===== src/rtl/mips32_pkg.sv =====
// Shared MIPS32 definitions: opcode constants, datapath width and fetch FSM states.
package mips32_pkg;

  localparam int WORD_W = 32;

  localparam logic [5:0] OP_ADD   = 6'h00;
  localparam logic [5:0] OP_SUB   = 6'h01;
  localparam logic [5:0] OP_AND   = 6'h02;
  localparam logic [5:0] OP_OR    = 6'h03;
  localparam logic [5:0] OP_SLT   = 6'h04;
  localparam logic [5:0] OP_MUL   = 6'h05;
  localparam logic [5:0] OP_HLT   = 6'h3f;
  localparam logic [5:0] OP_LW    = 6'h08;
  localparam logic [5:0] OP_SW    = 6'h09;
  localparam logic [5:0] OP_ADDI  = 6'h0a;
  localparam logic [5:0] OP_SUBI  = 6'h0b;
  localparam logic [5:0] OP_SLTI  = 6'h0c;
  localparam logic [5:0] OP_BNEQZ = 6'h0d;
  localparam logic [5:0] OP_BEQZ  = 6'h0e;

  typedef enum logic [1:0] {
    RUN       = 2'd0,
    HALT_PEND = 2'd1,
    HALTED    = 2'd2
  } fetch_state_t;

endpackage


===== src/rtl/mips32_inst_fifo.sv =====
// Small first-word-fall-through FIFO holding fetched {IR, NPC} pairs.
// Flush empties it in one cycle; push and pop may coincide even when full.
module mips32_inst_fifo #(
  parameter int DEPTH = 2,
  parameter int WIDTH = 64,
  parameter int CNT_W = $clog2(DEPTH + 1)
) (
  input  logic             clk1,
  input  logic             rst,
  input  logic             flush,
  input  logic             push,
  input  logic [WIDTH-1:0] push_data,
  input  logic             pop,
  output logic [WIDTH-1:0] head,
  output logic             empty,
  output logic [CNT_W-1:0] count
);

  localparam int PTR_W = (DEPTH > 1) ? $clog2(DEPTH) : 1;

  logic [WIDTH-1:0] mem_reg [DEPTH];
  logic [PTR_W-1:0] wr_ptr_reg;
  logic [PTR_W-1:0] rd_ptr_reg;
  logic [CNT_W-1:0] count_reg;
  logic [CNT_W-1:0] count_next;
  logic [PTR_W-1:0] wr_ptr_next;
  logic [PTR_W-1:0] rd_ptr_next;

  assign wr_ptr_next = (wr_ptr_reg == PTR_W'(DEPTH - 1)) ? '0 : wr_ptr_reg + 1'b1;
  assign rd_ptr_next = (rd_ptr_reg == PTR_W'(DEPTH - 1)) ? '0 : rd_ptr_reg + 1'b1;

  always_comb begin
    count_next = count_reg;
    case ({push, pop})
      2'b10:   count_next = count_reg + 1'b1;
      2'b01:   count_next = count_reg - 1'b1;
      default: count_next = count_reg;
    endcase
  end

  always_ff @(posedge clk1) begin
    if (rst || flush) begin
      wr_ptr_reg <= '0;
      rd_ptr_reg <= '0;
      count_reg  <= '0;
    end else begin
      if (push) wr_ptr_reg <= wr_ptr_next;
      if (pop)  rd_ptr_reg <= rd_ptr_next;
      count_reg <= count_next;
    end
  end

  // Storage needs no reset; occupancy is tracked by the pointers and count.
  always_ff @(posedge clk1) begin
    if (push && !flush && !rst) mem_reg[wr_ptr_reg] <= push_data;
  end

  assign head  = mem_reg[rd_ptr_reg];
  assign empty = (count_reg == '0);
  assign count = count_reg;

endmodule


===== src/rtl/mips32_fetch_stage.sv =====
// MIPS32 instruction fetch: PC, credit-based issue to a 1-cycle instruction memory,
// instruction queue toward ID, branch redirect flush and HLT stop.
module mips32_fetch_stage
  import mips32_pkg::*;
#(
  parameter logic [WORD_W-1:0] RESET_PC = 32'd0,
  parameter int                DEPTH    = 2,
  parameter logic [5:0]        HLT_OP   = 6'h3f
) (
  input  logic              clk1,
  input  logic              rst,
  output logic              imem_req,
  output logic [WORD_W-1:0] imem_addr,
  input  logic [WORD_W-1:0] imem_rdata,
  input  logic              redirect_valid,
  input  logic [WORD_W-1:0] redirect_pc,
  output logic              if_valid,
  input  logic              if_ready,
  output logic [WORD_W-1:0] if_ir,
  output logic [WORD_W-1:0] if_npc,
  output logic              halted
);

  localparam int CNT_W = $clog2(DEPTH + 1);

  fetch_state_t      state_reg;
  fetch_state_t      state_next;
  logic [WORD_W-1:0] pc_reg;
  logic [WORD_W-1:0] req_addr_reg;
  logic              inflight_reg;
  logic              drop_reg;

  logic                  redirect_take;
  logic                  resp_valid;
  logic                  resp_hlt;
  logic                  pop_raw;
  logic                  fifo_push;
  logic                  fifo_pop;
  logic                  fifo_empty;
  logic [CNT_W-1:0]      fifo_count;
  logic [2*WORD_W-1:0]   fifo_head;
  logic [CNT_W:0]        occ_sum;

  // Once halted, the core is frozen until reset, so redirects are ignored.
  assign redirect_take = redirect_valid && (state_reg != HALTED);
  assign resp_valid    = inflight_reg && !drop_reg;
  assign resp_hlt      = resp_valid && (imem_rdata[31:26] == HLT_OP);

  assign if_valid = !fifo_empty && (state_reg != HALTED);
  assign if_ir    = fifo_head[2*WORD_W-1:WORD_W];
  assign if_npc   = fifo_head[WORD_W-1:0];
  assign halted   = (state_reg == HALTED);

  assign pop_raw   = if_valid && if_ready;
  assign fifo_pop  = pop_raw && !redirect_take;
  assign fifo_push = resp_valid && !redirect_take;

  // Slots already spoken for at the end of this cycle: queued + returning - leaving.
  assign occ_sum = {1'b0, fifo_count} + {{CNT_W{1'b0}}, resp_valid} - {{CNT_W{1'b0}}, pop_raw};

  // An HLT word returning this cycle already blocks the request behind it.
  assign imem_req  = !rst && (state_reg == RUN) && !redirect_take && !resp_hlt &&
                     (occ_sum < (CNT_W + 1)'(DEPTH));
  assign imem_addr = pc_reg;

  mips32_inst_fifo #(
    .DEPTH (DEPTH),
    .WIDTH (2 * WORD_W),
    .CNT_W (CNT_W)
  ) u_inst_fifo (
    .clk1      (clk1),
    .rst       (rst),
    .flush     (redirect_take),
    .push      (fifo_push),
    .push_data ({imem_rdata, req_addr_reg + 32'd1}),
    .pop       (fifo_pop),
    .head      (fifo_head),
    .empty     (fifo_empty),
    .count     (fifo_count)
  );

  always_comb begin
    state_next = state_reg;
    case (state_reg)
      RUN: begin
        if (!redirect_take && resp_hlt) state_next = HALT_PEND;
      end
      HALT_PEND: begin
        if (redirect_take) state_next = RUN;
        else if (pop_raw && (if_ir[31:26] == HLT_OP)) state_next = HALTED;
      end
      HALTED:  state_next = HALTED;
      default: state_next = RUN;
    endcase
  end

  always_ff @(posedge clk1) begin
    if (rst) begin
      state_reg    <= RUN;
      pc_reg       <= RESET_PC;
      req_addr_reg <= '0;
      inflight_reg <= 1'b0;
      drop_reg     <= 1'b0;
    end else begin
      state_reg    <= state_next;
      inflight_reg <= imem_req;
      drop_reg     <= redirect_take;
      if (imem_req) req_addr_reg <= pc_reg;
      if (redirect_take) pc_reg <= redirect_pc;
      else if (imem_req) pc_reg <= pc_reg + 32'd1;
    end
  end

endmodule


===== config.mk =====
export PLATFORM = sky130hd
export DESIGN_NAME = mips32_fetch_stage
export DESIGN_NICKNAME = d
export VERILOG_FILES = /design/src/rtl/mips32_pkg.sv /design/src/rtl/mips32_inst_fifo.sv /design/src/rtl/mips32_fetch_stage.sv
export SDC_FILE = /design/constraint.sdc
export NUM_CORES = 1
export LEC_CHECK = 0
export ABC_AREA = 0
export BUFFER_PORTS_ARGS = -buffer_cell sky130_fd_sc_hd__buf_2
export CAP_MARGIN = 5
export CORE_UTILIZATION = 55
export DETAILED_ROUTE_END_ITERATION = 7
export PLACE_DENSITY = 0.9
export SLEW_MARGIN = 10
export SYNTH_ARGS = -nofsm -noshare
export SYNTH_HDL_FRONTEND = slang
export SYNTH_SLANG_ARGS = --single-unit
export TNS_END_PERCENT = 10

===== constraint.sdc =====
create_clock -name clk1 -period 9.5 [get_ports clk1]
set_input_delay 0.95 -clock clk1 [delete_from_list [all_inputs] [get_ports clk1]]
set_output_delay 0.95 -clock clk1 [all_outputs]
set_load 0.02 [all_outputs]

* After elaboration in Yosys (flattened, before gate mapping)
Memories as Yosys holds them, arrays and structs flattened. A register that Yosys moved wholly into a read port is not among the register bits. Cells that the tools add are included. W data, S select, Z words.
Storage, ports and cells: register bits 72, latch bits 0, memory bits (writable) 128, memory bits (read-only) 0, input bits 68, output and inout port bits 99, word-level logic and storage cells 66, memories kept 1
Cells by class: add/subtract/negate cells 8, multipliers 0, div/mod/pow operators 0, $lt $le $gt $ge 1, equality and inequality tests 9, shift-type cells 0, mux-type cells 13, bitwise logic cells 0, reduce and logical (&&, ||, !) cells 26
Memories:
- u_inst_fifo.mem_reg | words 2, width 64, read ports 1, clocked after Yosys merged registers in 1, write ports 1, line mips32_inst_fifo.sv:21 | logic [WIDTH-1:0] mem_reg [DEPTH];
Operators by type and width (count):
- $add A32 B1 Y32 const B | 2
- $mux W32 | 2
- $logic_and A1 B1 Y1 | 15
- $eq A6 B6 Y1 const B | 2
- $mux W1 | 6
- $mux W2 | 3
- $pmux W2 S3 | 1
- $logic_not A1 Y1 | 5
- $eq A2 B1 Y1 const B | 2
- $eq A2 B2 Y1 const B | 2
- $logic_not A2 Y1 | 2
- $pmux W2 S2 | 1
- $reduce_bool A2 Y1 | 2
- $add A2 B1 Y3 | 1
- $lt A3 B2 Y1 const B | 1
- $ne A3 B2 Y1 const B | 1
- $sub A3 B1 Y3 | 1
- $add A1 B1 Y1 const B | 2
- $add A2 B1 Y2 const B | 1
- $ne A2 B1 Y1 const B | 1
- $ne A2 B2 Y1 const B | 1
- $reduce_and A2 Y1 | 1
- $sub A2 B1 Y2 const B | 1
- $logic_or A1 B1 Y1 | 1

* Logic depth before layout (Yosys ltp)
depth in word-level cells 9, mapped depth 15

* Modules after synthesis
A second synthesis with hierarchy kept.
Second synthesis, totals: cells, all modules 724, area total of the unflattened synthesis 8668.3 um2
Modules (own cells, without submodules):
- mips32_inst_fifo | times used 1, cells each 221, area an instance 4824.6 um2, sequential area each 3943.8 um2
- mips32_fetch_stage | times used 1, cells each 503, area an instance 3843.7 um2, sequential area each 1361.3 um2

* Worst setup path after synthesis
No wires, ideal clock.
path kind input to register, from in redirect_valid, to mem u_inst_fifo.mem_reg[0][0], enable pin, data arrival time 8.066 ns, setup slack 0.768 ns, stages on the path 4, path through and2_1 > clkbuf_1 > clkbuf_1 > nor4b_1
Between the ends: word-level cells in the longest chain between the ends 7
Ends and longest elaborated chain:
- start, declared | line mips32_fetch_stage.sv:15 | input logic redirect_valid,
- $logic_and A1 B1 Y1 * | line mips32_fetch_stage.sv:45 | assign redirect_take = redirect_valid && (state_reg != HALTED);
- $logic_not A1 Y1 * | line mips32_inst_fifo.sv:55, mips32_fetch_stage.sv:56
- $logic_and A1 B1 Y1 | line mips32_fetch_stage.sv:56 | assign fifo_push = resp_valid && !redirect_take;
- $logic_and A1 B1 Y1 * (2 in a row) | line mips32_inst_fifo.sv:55 | if (push && !flush && !rst) mem_reg[wr_ptr_reg] <= push_data;
- $mux W1 * | line mips32_inst_fifo.sv:55
- $mux W1 (implied by the code) * | line mips32_inst_fifo.sv:55
- end, declared | line mips32_inst_fifo.sv:21
Every way passes the cells marked *; elsewhere a longest branch is shown, timed or not.

* Worst setup path in the final report
from reg u_inst_fifo.count_reg[1], in the netlist u_inst_fifo.count[1], to out imem_req
Between the ends: word-level cells in the longest chain between the ends 7
Ends and longest elaborated chain:
- start, declared | line mips32_inst_fifo.sv:24 | logic [CNT_W-1:0] count_reg;
- start signal, assigned | line mips32_inst_fifo.sv:49 | count_reg <= count_next;
- $logic_not A2 Y1 | line mips32_inst_fifo.sv:59 | assign empty = (count_reg == '0);
- $logic_not A1 Y1 | line mips32_fetch_stage.sv:49 | assign if_valid = !fifo_empty && (state_reg != HALTED);
- $logic_and A1 B1 Y1 | line mips32_fetch_stage.sv:49
- $logic_and A1 B1 Y1 | line mips32_fetch_stage.sv:54 | assign pop_raw = if_valid && if_ready;
- $sub A3 B1 Y3 * | line mips32_fetch_stage.sv:59 | assign occ_sum = {1'b0, fifo_count} + {{CNT_W{1'b0}}, resp_valid} - {{CNT_W{1'b0}}, pop_raw};
- $lt A3 B2 Y1 * | line mips32_fetch_stage.sv:63 | (occ_sum < (CNT_W + 1)'(DEPTH));
- $logic_and A1 B1 Y1 * | line mips32_fetch_stage.sv:62 | assign imem_req = !rst && (state_reg == RUN) && !redirect_take && !resp_hlt &&
- end, declared | line mips32_fetch_stage.sv:12 | output logic imem_req,
Marks and branches as above.

==> impl_metrics.xml <==
<?xml version="1.0" encoding="UTF-8"?>
<metrics>
  <group name="critical_path">
    <metric name="cp_data_required_time" unit="ps">8550</metric>
    <metric name="regToRegSetupSlack" unit="ps">5690</metric>
    <metric name="timing.critical_path.arrival" unit="ps">3480</metric>
    <metric name="critical_path.max_fanout" unit="">39</metric>
    <metric name="critical_path.reg2reg.endpoint" unit="">imem_addr[4]</metric>
    <metric name="worstReg2RegStart" unit="">u_inst_fifo.count[1]</metric>
    <metric name="timing_worst_setup_path_type" unit="">reg2out</metric>
    <metric name="r2r.worst_path.cells" unit="">14</metric>
    <metric name="crit_path_start_kind" unit="">register</metric>
    <metric name="crit_end_category" unit="">output port</metric>
    <metric name="worstSetupEndpoint" unit="">imem_req</metric>
    <metric name="worst_setup_path_startpoint" unit="">u_inst_fifo.count[1]</metric>
  </group>
  <group name="placement">
    <metric name="place.gp.congestion" unit="">0.906</metric>
    <metric name="hpwl" unit="um">12500</metric>
    <metric name="placement.io_buffers" unit="">166</metric>
    <metric name="place_area" unit="mm^2">0.00969</metric>
    <metric name="place_worst_setup_slack" unit="ps">5250</metric>
    <metric name="dp.cells" unit="">1076</metric>
  </group>
  <group name="yosys">
    <metric name="synthFlopType" unit="">sky130_fd_sc_hd__edfxtp_1</metric>
    <metric name="synth_register_bits" unit="">201</metric>
    <metric name="yosys.area.top_type" unit="">sky130_fd_sc_hd__edfxtp_1</metric>
    <metric name="synth_most_common_cell" unit="">sky130_fd_sc_hd__edfxtp_1</metric>
    <metric name="multiplexer_share_of_the_synthesized_area" unit="%">8.29</metric>
    <metric name="combinational_family_with_the_most_area_after_synthesis" unit="">simple AND/OR/NAND/NOR gates</metric>
    <metric name="synth.yosys.warnings" unit="">0</metric>
    <metric name="syn_area" unit="mm^2">0.00869</metric>
    <metric name="synth.top_cells.by_count" unit="">sky130_fd_sc_hd__edfxtp_1, sky130_fd_sc_hd__nand2_1, sky130_fd_sc_hd__dfxtp_1, sky130_fd_sc_hd__mux2_2, sky130_fd_sc_hd__a21oi_1</metric>
    <metric name="synth_nets" unit="">801</metric>
    <metric name="synth-edff-count" unit="">128</metric>
    <metric name="synth_cell_types" unit="">62</metric>
    <metric name="synth-adder-area-share" unit="%">0.806</metric>
    <metric name="synthesis.instances" unit="">728</metric>
    <metric name="post_synth_main_area_contributors" unit="">sky130_fd_sc_hd__edfxtp_1, sky130_fd_sc_hd__dfxtp_1, sky130_fd_sc_hd__mux2_2</metric>
    <metric name="synth-simple-area-share" unit="%">15.1</metric>
    <metric name="post_synthesis_compound_gate_area_fraction" unit="%">7.75</metric>
    <metric name="synth_async_sr_flop_share" unit="%">0</metric>
    <metric name="synth_top_area_share" unit="%">44.2</metric>
    <metric name="post_synth_xor_area_fraction" unit="%">4.23</metric>
    <metric name="syn_area_per_cell" unit="um^2">11.9</metric>
    <metric name="yosysSeqAreaShare" unit="%">61.0</metric>
  </group>
  <group name="grt">
    <metric name="grt_antenna_before_repair" unit="">1</metric>
    <metric name="grt_pass1_vias" unit="">6059</metric>
    <metric name="grt_pass1_wl" unit="um">29600</metric>
    <metric name="grt_max_degree" unit="">82</metric>
    <metric name="gr-usage-all-layers" unit="%">23.1</metric>
    <metric name="global_route.overflow_total" unit="">0</metric>
  </group>
  <group name="drt">
    <metric name="drt_first_pass_iters" unit="">6</metric>
    <metric name="dr_total_vias" unit="">6423</metric>
    <metric name="iteration_0_drc_markers" unit="">760</metric>
    <metric name="route.antenna.remaining_nets" unit="">0</metric>
    <metric name="final_wl" unit="um">18800</metric>
    <metric name="routedWlPerCell" unit="um">16.9</metric>
    <metric name="viasPerCell" unit="">5.76</metric>
    <metric name="detail_route.drc_violations" unit="">0</metric>
  </group>
  <group name="cells_and_area">
    <metric name="postLayoutCoreUtil" unit="%">67.6</metric>
    <metric name="final_layout_size_suffix_gt1_share" unit="%">31.9</metric>
    <metric name="area_delta_synth_final" unit="%">19.0</metric>
    <metric name="largest_reg_flops" unit="">128</metric>
    <metric name="final_nets" unit="">961</metric>
    <metric name="fill_cells" unit="">1153</metric>
    <metric name="post-route-cell-area" unit="mm^2">0.0103</metric>
    <metric name="finish.cell_count_without_fillers" unit="">1115</metric>
  </group>
  <group name="clock_network">
    <metric name="clock_tree_from_tritoncts" unit="">built</metric>
    <metric name="path_clk_slew" unit="ps">60</metric>
    <metric name="number_of_h_tree_branching_levels" unit="">1</metric>
    <metric name="post_cts_hold_buffer_count" unit="">0</metric>
    <metric name="clk_path_buf_depth" unit="">3</metric>
    <metric name="ctsRootBufferMaster" unit="">sky130_fd_sc_hd__clkbuf_16</metric>
    <metric name="cts.repair_timing.setup_buffer_count" unit="">0</metric>
    <metric name="cts_inserted_buffers" unit="">21</metric>
    <metric name="numClockSinks" unit="">201</metric>
    <metric name="cts_repair_resize_count" unit="">0</metric>
    <metric name="clk-insertion-delay-late" unit="ps">490</metric>
  </group>
  <group name="timing">
    <metric name="period_needed" unit="ps">4430</metric>
    <metric name="clock_skew" unit="ps">14.4</metric>
    <metric name="fin_crit_sh" unit="%">46.6</metric>
    <metric name="setup-violations-final" unit="">0</metric>
    <metric name="grt_setup_unrepaired" unit="">no</metric>
    <metric name="hold_viol_final" unit="">0</metric>
    <metric name="slew_viol_final" unit="">0</metric>
    <metric name="hold_slack" unit="ps">454</metric>
    <metric name="max_clock_freq" unit="MHz">226</metric>
    <metric name="post-route-worst-setup-slack" unit="ps">5070</metric>
    <metric name="tns" unit="ps">0</metric>
    <metric name="slew_headroom" unit="%">44.2</metric>
    <metric name="worst_slew_pin_slew" unit="ps">835</metric>
  </group>
  <group name="die">
    <metric name="fp.dieW" unit="um">128</metric>
    <metric name="fp.dieH" unit="um">128</metric>
    <metric name="core_region_area" unit="mm^2">0.0153</metric>
    <metric name="row_count" unit="">45</metric>
    <metric name="die_area" unit="mm^2">0.0163</metric>
    <metric name="io_pins" unit="">167</metric>
    <metric name="floorplan.initialDensity" unit="%">56.7</metric>
  </group>
  <group name="worst_hold_path">
    <metric name="hold_class" unit="">reg2reg</metric>
  </group>
  <group name="power">
    <metric name="p_leak" unit="nW">3.80</metric>
    <metric name="power_per_cell_area" unit="mW/mm^2">179</metric>
    <metric name="irDropWorstVdd" unit="mV">0.111</metric>
    <metric name="post-layout-total-power" unit="mW">1.85</metric>
  </group>
  <group name="run">
    <metric name="maxCapViolCount" unit="">0</metric>
  </group>
  <group name="status">
    <metric name="status" unit="">complete, no violations</metric>
  </group>
</metrics>
-- how the worst min path moves through the flow --
| stage | start | end | slack [ps] | cells past startpoint |
|---|---|---|---|---|
| 3_5_place_dp | req_addr_reg[8] | req_addr_reg[8] | 450 | 2 |
| 3_3_place_gp | req_addr_reg[8] | req_addr_reg[8] | 440 | 2 |
| 5_1_grt | req_addr_reg[8] | req_addr_reg[8] | 490 | 2 |
| 2_1_floorplan | req_addr_reg[27] | req_addr_reg[27] | 440 | 2 |
| 4_1_cts | req_addr_reg[8] | req_addr_reg[8] | 460 | 2 |
| 6_report | req_addr_reg[8] | req_addr_reg[8] | 450 | 2 |
-- layout by cell type (no fill, tap or decap), drive strengths merged, types with 3 or more instances in the layout --
cell type / synthesis / final
buf: 9 / 176
edfxtp: 128 / 128
nand2: 99 / 99
dfxtp: 73 / 73
mux2: 64 / 64
a21oi: 47 / 47
nor2: 35 / 35
clkbuf: 29 / 27
xnor2: 25 / 25
nand3: 25 / 25
nand4: 23 / 23
nor3: 20 / 20
inv: 17 / 19
xor2: 17 / 17
a211oi: 11 / 11
and3: 11 / 11
a311oi: 10 / 10
or4: 8 / 8
clkinv: 0 / 8
nor4: 7 / 7
or3: 6 / 6
nand2b: 5 / 5
o21ai: 5 / 5
o211ai: 5 / 5
and4: 5 / 5
a31oi: 4 / 4
ha: 4 / 4
and2: 3 / 3
o31ai: 3 / 3
o31a: 3 / 3
-- final cells by class --
type | count | area, um^2 | area share (%)
sequential | 201 | 5310 | 51.3
multi-input combinational | 471 | 3150 | 30.4
antenna | 1 | 2.50 | 0.0242
clock inverter | 11 | 57.6 | 0.556
clock buffer | 27 | 598 | 5.78
tap | 211 | 264 | 2.55
timing repair buffer | 176 | 906 | 8.76
inverter | 17 | 63.8 | 0.617
-- per-layer routing --
metal  share of wire [%]  GRT usage (%)  wire [um]  up-vias
li1                    -              -          -     3026
met1                  41           30.0       7710     3018
met2                  47           37.4       8820      316
met3                 8.5           4.34       1610       63
met4                 3.8           11.3        707        0
met5                   0              0          0        -
-- kinds of logic (layout without fill, tap and decap cells) --
group / count (synthesis) / count (layout)
AOI/OAI and AO/OA: 103 / 103
xor gates and xnor gates: 42 / 42
muxes: 64 / 64
DFF: 201 / 201
and+or+nand+nor: 257 / 257
other: 0 / 1
buffers and inverters: 56 / 231
adders and majority gates: 5 / 5
-- worst max-delay path, cell delays in order, from the launching register on --
cell	delay (ps)
sky130_fd_sc_hd__dfxtp_1	360
sky130_fd_sc_hd__or2_2	310
sky130_fd_sc_hd__nand3_1	140
sky130_fd_sc_hd__inv_1	70
sky130_fd_sc_hd__ha_1	260
sky130_fd_sc_hd__nand2b_1	150
sky130_fd_sc_hd__fa_1	400
sky130_fd_sc_hd__xnor2_1	180
sky130_fd_sc_hd__and4b_1	440
sky130_fd_sc_hd__nand2_1	90
sky130_fd_sc_hd__buf_4	270
sky130_fd_sc_hd__inv_1	110
sky130_fd_sc_hd__buf_2	170
-- power by group --
part           internal, mW  switching [mW]  leakage (nW)
logic                0.0434          0.0718          1.66
registers             0.946          0.0251          1.81
clock network         0.444           0.317         0.327
No activity file was read; power rests on OpenSTA's default activity.
